===== src/rtl/hazard_scoreboard.sv =====
`default_nettype none
// ============================================================================
// Module      : hazard_scoreboard
// Description : Decode-stage hazard detector for an in-order MIPS-style pipe.
//               Tracks the GPR writers in flight in stages E..last (DEPTH
//               entries of {valid, dst, tnew}).  Stalls the D-stage
//               instruction when a source register is still being produced
//               later than that instruction needs it.  When
//               SCOREBOARD_MD_EN is defined, it also models a multi-cycle
//               multiply/divide unit.  In that build an HI/LO access stalls
//               while the unit is busy.
// Macro       : SCOREBOARD_MD_EN - enables the mult/div busy counter.
// Ports       :
//   clk                    rising-edge clock
//   reset                  asynchronous active-high reset
//   D_valid                D-stage instruction is real (not a bubble)
//   D_rs, D_rt             D-stage source registers
//   D_Tuse_RS, D_Tuse_RT   cycles until each source is needed (all-ones = unused)
//   D_RegWrite, D_Dst      D-stage GPR write enable and destination
//   D_Tnew                 cycles until the D-stage result is available
//   D_isHILO               D-stage instruction touches HI/LO
//   D_md_start, D_md_div   D-stage issues mult/multu (0) or div/divu (1)
//   flush                  synchronous pipeline clear (exception/eret)
//   stall                  hold F/D, bubble into E
//   stall_rs/rt/md         stall cause breakdown
//   md_busy                multiply/divide unit occupied
// Revision    : 1.0 - initial release
// ============================================================================
module hazard_scoreboard #(
    parameter int DEPTH   = 3,
    parameter int TW      = 3,
    parameter int MUL_CYC = 5,
    parameter int DIV_CYC = 10
) (
    input  logic          clk,
    input  logic          reset,
    input  logic          D_valid,
    input  logic [4:0]    D_rs,
    input  logic [4:0]    D_rt,
    input  logic [TW-1:0] D_Tuse_RS,
    input  logic [TW-1:0] D_Tuse_RT,
    input  logic          D_RegWrite,
    input  logic [4:0]    D_Dst,
    input  logic [TW-1:0] D_Tnew,
    input  logic          D_isHILO,
    input  logic          D_md_start,
    input  logic          D_md_div,
    input  logic          flush,
    output logic          stall,
    output logic          stall_rs,
    output logic          stall_rt,
    output logic          stall_md,
    output logic          md_busy
);

    localparam logic [TW-1:0] C_TUSE_NONE = '1;

    // Entry 0 is the E stage, entry DEPTH-1 the last tracked stage.
    logic          r_vld  [DEPTH];
    logic [4:0]    r_dst  [DEPTH];
    logic [TW-1:0] r_tnew [DEPTH];

    logic w_hit_rs;
    logic w_hit_rt;

    function automatic logic [TW-1:0] sat_dec(input logic [TW-1:0] v);
        return (v == '0) ? '0 : v - TW'(1);
    endfunction

    // ------------------------------------------------------------------
    // Hazard detection: a producer blocks the consumer while its result
    // needs more cycles than the consumer can wait.
    // ------------------------------------------------------------------
    always_comb begin
        w_hit_rs = 1'b0;
        w_hit_rt = 1'b0;
        for (int i = 0; i < DEPTH; i++) begin
            if (r_vld[i] && (r_dst[i] == D_rs) && (r_tnew[i] > D_Tuse_RS))
                w_hit_rs = 1'b1;
            if (r_vld[i] && (r_dst[i] == D_rt) && (r_tnew[i] > D_Tuse_RT))
                w_hit_rt = 1'b1;
        end
    end

    // $0 is never recorded, but the D_rs/D_rt != 0 terms keep $0 harmless
    // even if that invariant were ever broken upstream.
    assign stall_rs = D_valid && (D_rs != 5'd0) && (D_Tuse_RS != C_TUSE_NONE) && w_hit_rs;
    assign stall_rt = D_valid && (D_rt != 5'd0) && (D_Tuse_RT != C_TUSE_NONE) && w_hit_rt;
    assign stall    = stall_rs | stall_rt | stall_md;

    // ------------------------------------------------------------------
    // Tracked pipeline.  Flush wins over both the stall bubble and the
    // D capture.
    // ------------------------------------------------------------------
    always_ff @(posedge clk or posedge reset) begin
        if (reset) begin
            for (int i = 0; i < DEPTH; i++) begin
                r_vld[i]  <= 1'b0;
                r_dst[i]  <= 5'd0;
                r_tnew[i] <= '0;
            end
        end else if (flush) begin
            for (int i = 0; i < DEPTH; i++) begin
                r_vld[i] <= 1'b0;
            end
        end else begin
            for (int i = 1; i < DEPTH; i++) begin
                r_vld[i]  <= r_vld[i-1];
                r_dst[i]  <= r_dst[i-1];
                r_tnew[i] <= sat_dec(r_tnew[i-1]);
            end
            if (stall) begin
                r_vld[0] <= 1'b0;
            end else begin
                r_vld[0]  <= D_valid && D_RegWrite && (D_Dst != 5'd0);
                r_dst[0]  <= D_Dst;
                r_tnew[0] <= sat_dec(D_Tnew);
            end
        end
    end

    // ------------------------------------------------------------------
    // Multiply/divide occupancy
    // ------------------------------------------------------------------
`ifdef SCOREBOARD_MD_EN
    localparam int MW = $clog2(DIV_CYC + 1);

    logic [MW-1:0] r_md_cnt;

    // The counter survives flush: the unit keeps computing even when the
    // issuing instruction's successors are squashed.
    always_ff @(posedge clk or posedge reset) begin
        if (reset) begin
            r_md_cnt <= '0;
        end else if (D_valid && D_md_start && !stall) begin
            r_md_cnt <= D_md_div ? MW'(DIV_CYC) : MW'(MUL_CYC);
        end else if (r_md_cnt != '0) begin
            r_md_cnt <= r_md_cnt - MW'(1);
        end
    end

    assign md_busy  = (r_md_cnt != '0);
    assign stall_md = D_valid && D_isHILO && md_busy;
`else
    logic w_unused_md;
    assign w_unused_md = D_isHILO ^ D_md_start ^ D_md_div ^ (MUL_CYC != DIV_CYC);
    assign md_busy  = 1'b0;
    assign stall_md = 1'b0;
`endif

endmodule
`default_nettype wire

===== config.mk =====
export PLATFORM = sky130hd
export DESIGN_NAME = hazard_scoreboard
export DESIGN_NICKNAME = d
export VERILOG_FILES = /design/src/rtl/hazard_scoreboard.sv
export SDC_FILE = /design/constraint.sdc
export NUM_CORES = 1
export LEC_CHECK = 0
export BUFFER_PORTS_ARGS = -buffer_cell sky130_fd_sc_hd__buf_4
export CAP_MARGIN = 20
export CORE_MARGIN = 3
export CORE_UTILIZATION = 40
export CTS_BUF_LIST = sky130_fd_sc_hd__clkbuf_8
export CTS_CLUSTER_DIAMETER = 30
export CTS_CLUSTER_SIZE = 16
export DETAILED_ROUTE_END_ITERATION = 8
export PLACE_DENSITY = 0.66
export SKIP_CTS_REPAIR_TIMING = 1
export SLEW_MARGIN = 40
export SYNTH_ARGS = -nofsm -noshare
export SYNTH_HDL_FRONTEND = slang
export SYNTH_SLANG_ARGS = --single-unit
export TNS_END_PERCENT = 50

===== constraint.sdc =====
create_clock -name clk -period 2.5 [get_ports clk]
set_input_delay 0.125 -clock clk [delete_from_list [all_inputs] [get_ports clk]]
set_output_delay 0.125 -clock clk [all_outputs]
set_load 0.01 [all_outputs]

==> flow_summary_export.csv, run 1 <==
group,metric,value,unit
run_status,outcome,"completed",
timing,drv_slew,0,
route,vias,1498,
final_layout,num-fill-cells,449,
global_routing,grt_pass1_vias,1558,
yosys,synth.yosys.seq_area_share,33.46,%
power_and_ir_drop,sequentialPowerShare,46.3,%
route,drc,0,
clock_tree,clock_sink_count,27,
flow_run,max-cap-violations,0,
yosys,synth_top_area_cell,"dfrtp_1",
worst_hold_path,hold_path_depth,2,
final_layout,nets,292,
setup_path,reg2regPathDepth,8,
power_and_ir_drop,powerDensity,509.4,nW/um2
route,totalWireLength,4319,um
timing,slew_headroom,66.65,%
clock_tree,root_buffer,"clkbuf_8",
setup_path,cp-start-kind,"register",
floorplan,placementRows,25,
place,portBuffers,31,
global_routing,grt_start_max_net_pins,28,
floorplan,dieHeight,77.06,um
timing,tns,0,ns
floorplan,die-area,5937,um2
final_layout,drive_above_1_share,28.94,%
timing,fmax,424.2,MHz
clock_tree,path_clk_slew,0.11,ns
setup_path,arrival,2.23,ns
yosys,yosys_warnings,0,
setup_path,worstSetupEndpointType,"output pin",
timing,worst_pin_slew,0.4969,ns
power_and_ir_drop,power.switching,0.4054,mW
place,post-dp-hpwl,3509,um
worst_hold_path,hp-class,"primary input to register",
route,wl_per_cell,14.30,um
floorplan,coreArea,4786,um2
power_and_ir_drop,cellInternalPower,0.8310,mW
global_routing,track_usage,16.01,%
yosys,synth_edf_count,0,
global_routing,grt_pass1_wl,7596,um
power_and_ir_drop,p_comb_share,31.5,%
route,viasPerCell,4.960,
route,drtIter0Drc,31,
setup_path,crit_fanout,5,
yosys,yosysMostFrequentCell,"xnor2_1",
power_and_ir_drop,clkPwrFrac,22.2,%
power_and_ir_drop,leakagePower,1.109,nW
yosys,yosysTopAreaCellShare,33.46,%
clock_tree,cts_buffers,3,
timing,rsz0062_at_grt,"false",
timing,period_needed,2.357,ns
power_and_ir_drop,power,1.236,mW
yosys,syn_inst,197,
place,place_congestion,0.8424,
clock_tree,cts_max_path_buffers,2,
setup_path,required,2.38,ns
power_and_ir_drop,swShare,32.79,%
final_layout,syn_to_final_growth,20.20,%
setup_path,path_class,"register to output pin",
floorplan,dieWidth,77.06,um
floorplan,start_util,42.20,%
clock_tree,cts_tree,"done",
timing,setup_viol,0,
clock_tree,h-tree-depth,1,
global_routing,antenna_found_initial,0,
yosys,synth_cell_type_count,31,
route,ant_nets,0,
timing,period_share,94.29,%
final_layout,diodes,0,
yosys,synth.area.top_cells,"dfrtp_1 (33%), ha_1 (15%), xnor2_1 (13%), mux2_2 (10%), inv_1 (3.9%)",
global_routing,overflow,0,
timing,hold_viol_final,0,
yosys,synth_common_cells,"xnor2_1 (30), dfrtp_1 (27), ha_1 (24)",
yosys,syn_area_per_cell,10.25,um2
power_and_ir_drop,ir_drop,0.2399,mV
yosys,async_flop_share,100.0,%
route,dr.pass1.iters,4,
yosys,netlist_area,2019,um2
clock_tree,clkLatencyLatePin,0.29,ns
yosys,ys.flop_type,"dfrtp_1",
floorplan,io_pins,37,
timing,fin_worst_skew,0.009302,ns
yosys,ys_ff_latch,27,
[final timing paths]
kind / start / end / slack, ns
min reg2reg: r_tnew[0] / r_tnew[0] / 0.49
max in group asynchronous: reset / r_tnew[4] / 1.77
max: r_tnew[4] / stall / 0.14
min in group asynchronous: reset / r_dst[11] / 0.45
min: D_Dst[3] / r_dst[13] / 0.07
max reg2reg: r_tnew[4] / r_tnew[8] / 0.27
[layout by cell type (no fill, tap or decap), types with 3 or more instances in the layout]
master	synthesis	routed
nor2_1	3	3
xnor2_1	30	30
o21ai_0	8	8
clkbuf_8	0	3
dfrtp_1	27	26
nand3_1	13	13
a21oi_1	4	4
or4_1	4	4
nor2b_1	7	7
inv_1	21	21
buf_4	2	36
mux2_2	18	18
nand2_1	7	7
nand4_1	6	6
ha_1	24	24
[power by group through the flow]
stage          clock network [mW]  logic, mW  registers (mW)
2_1_floorplan                   0      0.278           0.560
3_3_place_gp                    0      0.381           0.581
3_5_place_dp                    0      0.389           0.582
4_1_cts                     0.283      0.391           0.572
5_1_grt                     0.295      0.448           0.585
6_report                    0.274      0.390           0.572
[flip-flops by register name, summed over array words and instances, names as in the netlist]
| name | cells |
|---|---|
| r_tnew | 9 |
| r_dst | 15 |
| r_vld | 3 |
[logic make-up after synthesis]
kind of cell	after synthesis	share of synthesized area (%)
compound gates	25	8.922
fa+ha+maj	24	14.87
other cells	1	0.1857
simple gates	45	13.01
xor+xnor	30	13.01
flops	27	33.46
mux	20	11.52
buf+inv	25	5.018
[metal layers]
layer	routed length [um]	GRT usage (%)
met1	2193	23.46
met2	1861	24.30
met3	186	2.113
met4	79	5.160
met5	0	0
[layout make-up]
class | count | area [um2] | area share [%]
Sequential cell | 27 | 676.9 | 27.89
Timing Repair Buffer | 37 | 280.3 | 11.55
Tap cell | 67 | 83.83 | 3.454
Clock buffer | 3 | 41.29 | 1.701
Inverter | 21 | 78.83 | 3.247
Multi-Input combinational cell | 146 | 1257 | 51.80
Clock inverter | 1 | 8.758 | 0.3608
[worst max-delay path, cell delays in order (launching register included)]
cell and delay (ns):
dfrtp_2 0.45, ha_1 0.29, nor2b_1 0.13, o21ai_0 0.20
a2111oi_2 0.10, buf_4 0.15, a211oi_4 0.23, buf_4 0.18
nand3_1 0.06, buf_4 0.16
[per-stage QoR]
step                      hold slack, ns  worst slack [ns]  instances  area [um2]  util, %
after floorplan                   0.1777            0.2605        198        2023        -
after global placement            0.2159            0.2026        297        2355    49.20
after detailed placement          0.2287            0.1856        297        2355    49.20
after CTS                       -0.08649           0.03816        301        2405    50.25
after global routing             0.07055          0.004005        302        2427    50.72
final                            0.06966            0.1427        302        2427    50.72
(Power assumes the default switching activity.)
==> inputs of run 2 (changes only) <==
--- a/config.mk
+++ b/config.mk
@@ -5,6 +5,7 @@
 export SDC_FILE = /design/constraint.sdc
 export NUM_CORES = 1
 export LEC_CHECK = 0
+export ABC_AREA = 1
 export BUFFER_PORTS_ARGS = -buffer_cell sky130_fd_sc_hd__buf_4
 export CAP_MARGIN = 20
 export CORE_MARGIN = 3
@@ -13,7 +14,7 @@
 export CTS_CLUSTER_DIAMETER = 30
 export CTS_CLUSTER_SIZE = 16
 export DETAILED_ROUTE_END_ITERATION = 8
-export PLACE_DENSITY = 0.66
+export PLACE_DENSITY = 0.65
 export SKIP_CTS_REPAIR_TIMING = 1
 export SLEW_MARGIN = 40
 export SYNTH_ARGS = -nofsm -noshare
==> run 2 against run 1 <==
Against the previous run:
- clock power decreased by 7.7%
- fmax increased by 13%
- largest power group unchanged
- combinational power decreased by 13%
==> flow_summary_export.csv, run 2 <==
group,metric,value,unit
clock_tree,path_clk_slew,0.10,ns
floorplan,die-area,6327,um2
global_routing,met3_usage,2.257,%
flow_run,max-cap-violations,0,
final_layout,utilization,48.11,%
setup_path,arrival,1.96,ns
setup_path,regToRegSetupSlack,0.56,ns
yosys,ys_ff_latch,27,
yosys,async_flop_share,100.0,%
yosys,yosysMostFrequentCell,"nand2_1",
worst_hold_path,hold_path_end,"r_dst[10]",
timing,drv_slew,0,
timing,period_needed,2.080,ns
route,viasPerCell,4.800,
clock_tree,clkLatencyLatePin,0.28,ns
yosys,yosysTopAreaCellShare,31.23,%
route,drtIter0Drc,70,
place,place_congestion,0.8618,
power_and_ir_drop,clkPwrFrac,22.5,%
power_and_ir_drop,leakagePower,1.378,nW
final_layout,drive_above_1_share,11.59,%
yosys,synth.area.top_cells,"dfrtp_1 (31%), nand2_1 (18%), ha_1 (14%), inv_1 (7.8%), nor2_1 (5.0%)",
final_layout,largest_registers,"r_dst (15), r_tnew (9), r_vld (3)",
global_routing,overflow,0,
place,post-dp-hpwl,3915,um
floorplan,io_pins,37,
floorplan,placementRows,26,
clock_tree,clock_sink_count,27,
floorplan,dieHeight,79.54,um
setup_path,reg2regPathDepth,9,
route,totalWireLength,4952,um
clock_tree,cts_max_path_buffers,2,
global_routing,grt.busiest_layer,"met2",
timing,tns,0,ns
final_layout,largest_reg_flops,15,
run_status,outcome,"completed",
route,vias,1992,
final_layout,nets,402,
global_routing,grt_pass1_wl,8652,um
setup_path,path_class,"register to output pin",
final_layout,final_common_cell,"nand2_1",
yosys,synth_edf_count,0,
floorplan,coreArea,5172,um2
route,drc,0,
setup_path,crit_fanout,11,
timing,setup_viol,0,
yosys,syn_area_per_cell,6.868,um2
worst_hold_path,hold_start,"D_Dst[0]",
power_and_ir_drop,ir_drop,0.2389,mV
clock_tree,h-tree-depth,1,
timing,fmax,480.7,MHz
global_routing,use_met2,28.46,%
setup_path,required,2.38,ns
global_routing,grt_pass1_vias,1874,
setup_path,cp-start-kind,"register",
global_routing,track_usage,17.00,%
global_routing,grt_start_max_net_pins,28,
route,ant_nets,0,
setup_path,reg2reg_to,"r_dst[11]",
route,dr.pass1.iters,4,
floorplan,dieWidth,79.54,um
timing,worst_pin_slew,0.6084,ns
setup_path,worstReg2RegStart,"r_tnew[8]",
place,portBuffers,31,
clock_tree,cts_buffers,3,
clock_tree,root_buffer,"clkbuf_8",
power_and_ir_drop,powerDensity,451.9,nW/um2
timing,hold_viol_final,0,
worst_hold_path,hp-class,"primary input to register",
timing,slew_headroom,59.40,%
yosys,synth_common_cells,"nand2_1 (102), inv_1 (45), nor2_1 (29)",
final_layout,num-fill-cells,529,
power_and_ir_drop,cellInternalPower,0.7362,mW
yosys,synth.yosys.seq_area_share,31.23,%
yosys,syn_inst,315,
power_and_ir_drop,p_comb_share,30.1,%
setup_path,worstSetupEndpointType,"output pin",
power_and_ir_drop,swShare,34.54,%
yosys,yosys_warnings,0,
timing,rsz0062_at_grt,"false",
timing,fin_worst_skew,0.006311,ns
yosys,synth_top_area_cell,"dfrtp_1",
power_and_ir_drop,sequentialPowerShare,47.4,%
yosys,netlist_area,2163,um2
power_and_ir_drop,power.switching,0.3885,mW
worst_hold_path,hold_path_depth,3,
final_layout,largest_register,"r_dst",
floorplan,start_util,41.82,%
yosys,synth_cell_type_count,26,
timing,period_share,83.22,%
clock_tree,cts_tree,"done",
final_layout,syn_to_final_growth,15.04,%
yosys,ys.flop_type,"dfrtp_1",
final_layout,diodes,0,
route,wl_per_cell,11.93,um
final_layout,layout_common_cells,"nand2_1 (102), inv_1 (46), buf_4 (32), nor2_1 (29), dfrtp_1 (27)",
global_routing,antenna_found_initial,0,
global_routing,grtUsageMet1,23.03,%
power_and_ir_drop,power,1.125,mW
==> run 2: cell count changes after synthesis, sizes merged, moves of 3 or more <==
cell / delta
inv: +25
a211oi: -3
nand2: +97
or4: -4
buf: +3
xnor2: -26
nand4: +6
a21oi: +8
o21ai: +12
nor2: +26
nor2b: -7
mux2: -20
==> run 2: cell families after synthesis <==
logic type	after synthesis	synth area share, %
adders and majority gates	24	13.88
and+or+nand+nor	163	31.46
other	1	0.1733
DFF	27	31.23
xor gates and xnor gates	6	2.429
buffers and inverters	54	10.81
AOI/OAI and AO/OA	40	10.01
==> run 2: cell type report <==
class                           instances  area [um2]  area share (%)
Clock buffer                            3       41.29           1.659
Clock inverter                          1       3.754          0.1508
Inverter                               46       172.7           6.938
Multi-Input combinational cell        235        1257           50.53
Sequential cell                        27       675.6           27.15
Tap cell                               70       87.58           3.519
Timing Repair Buffer                   33       250.2           10.06
==> run 2: worst max-delay path, cell delays in order (launching register included) <==
cell and delay [ns]:
dfrtp_1 0.43, ha_1 0.33, nand2_1 0.06, o21ai_0 0.15, nor2_1 0.06, nor2_1 0.13, nand2_1 0.06, nand3_1 0.09
nand2_2 0.15, nand2_1 0.10, buf_4 0.12
==> run 2: stage by stage <==
step                setup slack, ns  hold WS [ns]  cells  area, um2
floorplan                    0.9421        0.1777    316       2167
global placement             0.6033        0.2217    410       2434
detailed placement           0.5729        0.2217    410       2434
CTS                          0.3944      -0.08354    414       2479
global route                 0.2078        0.1268    415       2489
finish                       0.4195        0.1076    415       2489
==> run 2: worst max-delay path by stage <==
| stage | start | endpoint | cells past startpoint |
|---|---|---|---|
| 2_1_floorplan | r_tnew[5] | r_dst[10] | 10 |
| 3_3_place_gp | r_tnew[8] | r_dst[10] | 9 |
| 3_5_place_dp | r_tnew[8] | r_dst[11] | 9 |
| 4_1_cts | r_tnew[2] | stall | 10 |
| 5_1_grt | r_tnew[2] | stall | 10 |
| 6_report | r_tnew[2] | stall | 10 |
==> run 2: power by group through the flow <==
stage | sequential, mW | combinational, mW | clock (mW)
global route | 0.541 | 0.401 | 0.277
floorplan | 0.527 | 0.240 | 0
global placement | 0.540 | 0.334 | 0
finish | 0.533 | 0.339 | 0.253
detailed placement | 0.541 | 0.341 | 0
CTS | 0.533 | 0.342 | 0.262
==> run 2: routing by layer <==
metal	up-vias	share of wire, %
met5	-	0
met4	0	1.1
met3	5	3.5
met2	34	46
met1	891	49
li1	1062	-
==> inputs of run 3 (changes only) <==
--- a/config.mk
+++ b/config.mk
@@ -14,7 +14,7 @@
 export CTS_CLUSTER_DIAMETER = 30
 export CTS_CLUSTER_SIZE = 16
 export DETAILED_ROUTE_END_ITERATION = 8
-export PLACE_DENSITY = 0.65
+export PLACE_DENSITY = 0.67
 export SKIP_CTS_REPAIR_TIMING = 1
 export SLEW_MARGIN = 40
 export SYNTH_ARGS = -nofsm -noshare
==> constraint.sdc (replaced) <==
create_clock -name clk -period 1.9 [get_ports clk]
set_input_delay 0.095 -clock clk [delete_from_list [all_inputs] [get_ports clk]]
set_output_delay 0.095 -clock clk [all_outputs]
set_load 0.01 [all_outputs]
==> run 3 against run 2 <==
Against the previous run:
- the run now ends with negative setup slack left
- non-clock buffer count up 11
- register-to-register slack worse by 0.46 ns
- clock skew down 0.0047 ns
- sequential power up 33%
- core utilization up 4.6 points
- final cell count up 2.9%
- via count up 4.6%
- worst hold slack worse by 0.039 ns
- critical endpoint unchanged
- largest cell class unchanged
==> flow_summary_export.csv, run 3 (same netlist as run 2, synthesis figures left out) <==
group,metric,value,unit
flow_run,max-cap-violations,0,
power_and_ir_drop,powerDensity,579.3,nW/um2
setup_path,required,1.80,ns
global_routing,antenna_found_initial,0,
final_layout,final-seq-area,680.7,um2
power_and_ir_drop,clkPwrFrac,22.4,%
final_layout,num-fill-cells,511,
route,dr.pass1.iters,4,
power_and_ir_drop,cellInternalPower,1.021,mW
route,vias,2083,
final_layout,largest_registers,"r_dst (15), r_tnew (9), r_vld (3)",
route,ant_nets,0,
setup_path,cp-start-kind,"register",
setup_path,cp.buffers_inverters,1,
clock_tree,h-tree-depth,1,
timing,rsz0062_at_grt,"true",
route,drtIter0Drc,86,
timing,hold_viol_final,0,
floorplan,die-area,6327,um2
floorplan,dieHeight,79.54,um
clock_tree,clkLatencyLatePin,0.28,ns
setup_path,cpPeakStageDelay,0.47,ns
final_layout,multi_input_area,1393,um2
setup_path,crit_fanout,5,
timing,period_share,101.2,%
timing,fin_worst_skew,0.001576,ns
timing,period_needed,1.923,ns
clock_tree,cts_max_path_buffers,2,
power_and_ir_drop,power.switching,0.5590,mW
route,viasPerCell,4.878,
timing,setup_viol,2,
setup_path,critPathTopFamily,"simple AND/OR/NAND/NOR gates",
route,drc,0,
setup_path,cp_cell_sequence,"ha_4, nand2_2, o21ai_1, nor2_1, nor2_1, nand2_1, nand3_2, nand2_4, nand2_2, buf_6",
floorplan,io_pins,37,
place,post-dp-hpwl,4040,um
global_routing,overflow,0,
clock_tree,path_clk_slew,0.10,ns
timing,whs,0.06824,ns
timing,tns,-0.02454,ns
global_routing,track_usage,17.08,%
worst_hold_path,hp-class,"primary input to register",
timing,fmax,519.9,MHz
final_layout,layout_common_cells,"nand2_1 (99), inv_1 (41), buf_4 (40), nor2_1 (26), dfrtp_1 (23)",
route,wl_per_cell,12.52,um
floorplan,placementRows,26,
power_and_ir_drop,sequentialPowerShare,44.7,%
floorplan,start_util,41.82,%
final_layout,nets,414,
setup_path,path_class,"register to output pin",
route,totalWireLength,5347,um
global_routing,grt_pass1_vias,1935,
power_and_ir_drop,p_comb_share,32.9,%
timing,drv_slew,0,
run_status,outcome,"complete, but fails checks",
clock_tree,cts_buffers,3,
final_layout,drive_above_1_share,21.01,%
power_and_ir_drop,ir_drop,0.3346,mV
final_layout,largest_register,"r_dst",
clock_tree,root_buffer,"clkbuf_8",
power_and_ir_drop,leakagePower,1.445,nW
final_layout,final_common_cell,"nand2_1",
clock_tree,cts_tree,"done",
setup_path,cpMaxStageDelayCell,"dfrtp_2",
final_layout,diodes,0,
power_and_ir_drop,swShare,35.39,%
place,portBuffers,31,
setup_path,worstSetupEndpointType,"output pin",
global_routing,grt_pass1_wl,8638,um
floorplan,coreArea,5172,um2
final_layout,syn_to_final_growth,26.03,%
run_status,violations,"negative setup slack",
setup_path,arrival,1.83,ns
timing,setup_ws,-0.02347,ns
global_routing,grt_start_max_net_pins,28,
place,place_congestion,0.8505,
final_layout,largest_reg_flops,15,
floorplan,dieWidth,79.54,um
clock_tree,clock_sink_count,27,
## run 3: stage by stage
stage	std cells	total power, mW	cell area [um2]	util [%]	setup slack [ns]
floorplan	316	1.009	2167	-	0.3421
global placement	415	1.160	2471	47.77	0.09701
detailed placement	415	1.175	2471	47.77	0.04818
CTS	419	1.525	2520	48.72	-0.1325
global route	427	1.702	2726	52.71	-0.1127
finish	427	1.580	2726	52.71	-0.02347
## run 3: path summary, 6_finish.rpt
kind | startpoint | end | slack (ns) | cells after the start
setup / recovery | r_tnew[2] | stall | -0.02 | 10
hold / removal | D_Dst[2] | r_dst[12] | 0.07 | 3
setup reg to reg | r_tnew[2] | r_dst[11] | 0.10 | 12
hold reg to reg | r_vld[1] | r_vld[0] | 0.50 | 2
max in group asynchronous | reset | r_tnew[1] | 1.19 | 4
min in group asynchronous | reset | r_dst[0] | 0.42 | 4
## run 3: worst reg2reg max path, stage by stage, from the launching register on
cell	delay (ns)
dfrtp_2	0.47
ha_4	0.29
nand2_2	0.05
o21ai_1	0.11
nor2_1	0.06
nor2_1	0.14
nand2_1	0.09
nand3_2	0.09
nand2_4	0.07
buf_4	0.17
nand3_2	0.09
nand2_1	0.07
nand2_1	0.05
## run 3: final cells by class
type	instances	area share, %
Clock inverter	1	0.2754
Sequential cell	27	24.97
Tap cell	70	3.212
Clock buffer	3	1.514
Timing Repair Buffer	44	12.62
Multi-Input combinational cell	236	51.08
Inverter	46	6.333
## run 3: power groups by stage
stage          sequential, mW  clock, mW  combinational [mW]
4_1_cts                 0.696      0.359               0.470
2_1_floorplan           0.694          0               0.316
5_1_grt                 0.716      0.378               0.608
6_report                0.707      0.353               0.520
3_5_place_dp            0.707          0               0.468
3_3_place_gp            0.705          0               0.455
## run 3: routing by layer
| layer | track usage [%] | up-vias | routed length [um] |
|---|---|---|---|
| li1 | - | 1088 | - |
| met1 | 23.05 | 950 | 2567 |
| met2 | 28.96 | 40 | 2521 |
| met3 | 1.693 | 5 | 191 |
| met4 | 4.639 | 0 | 66 |
| met5 | 0 | - | 0 |
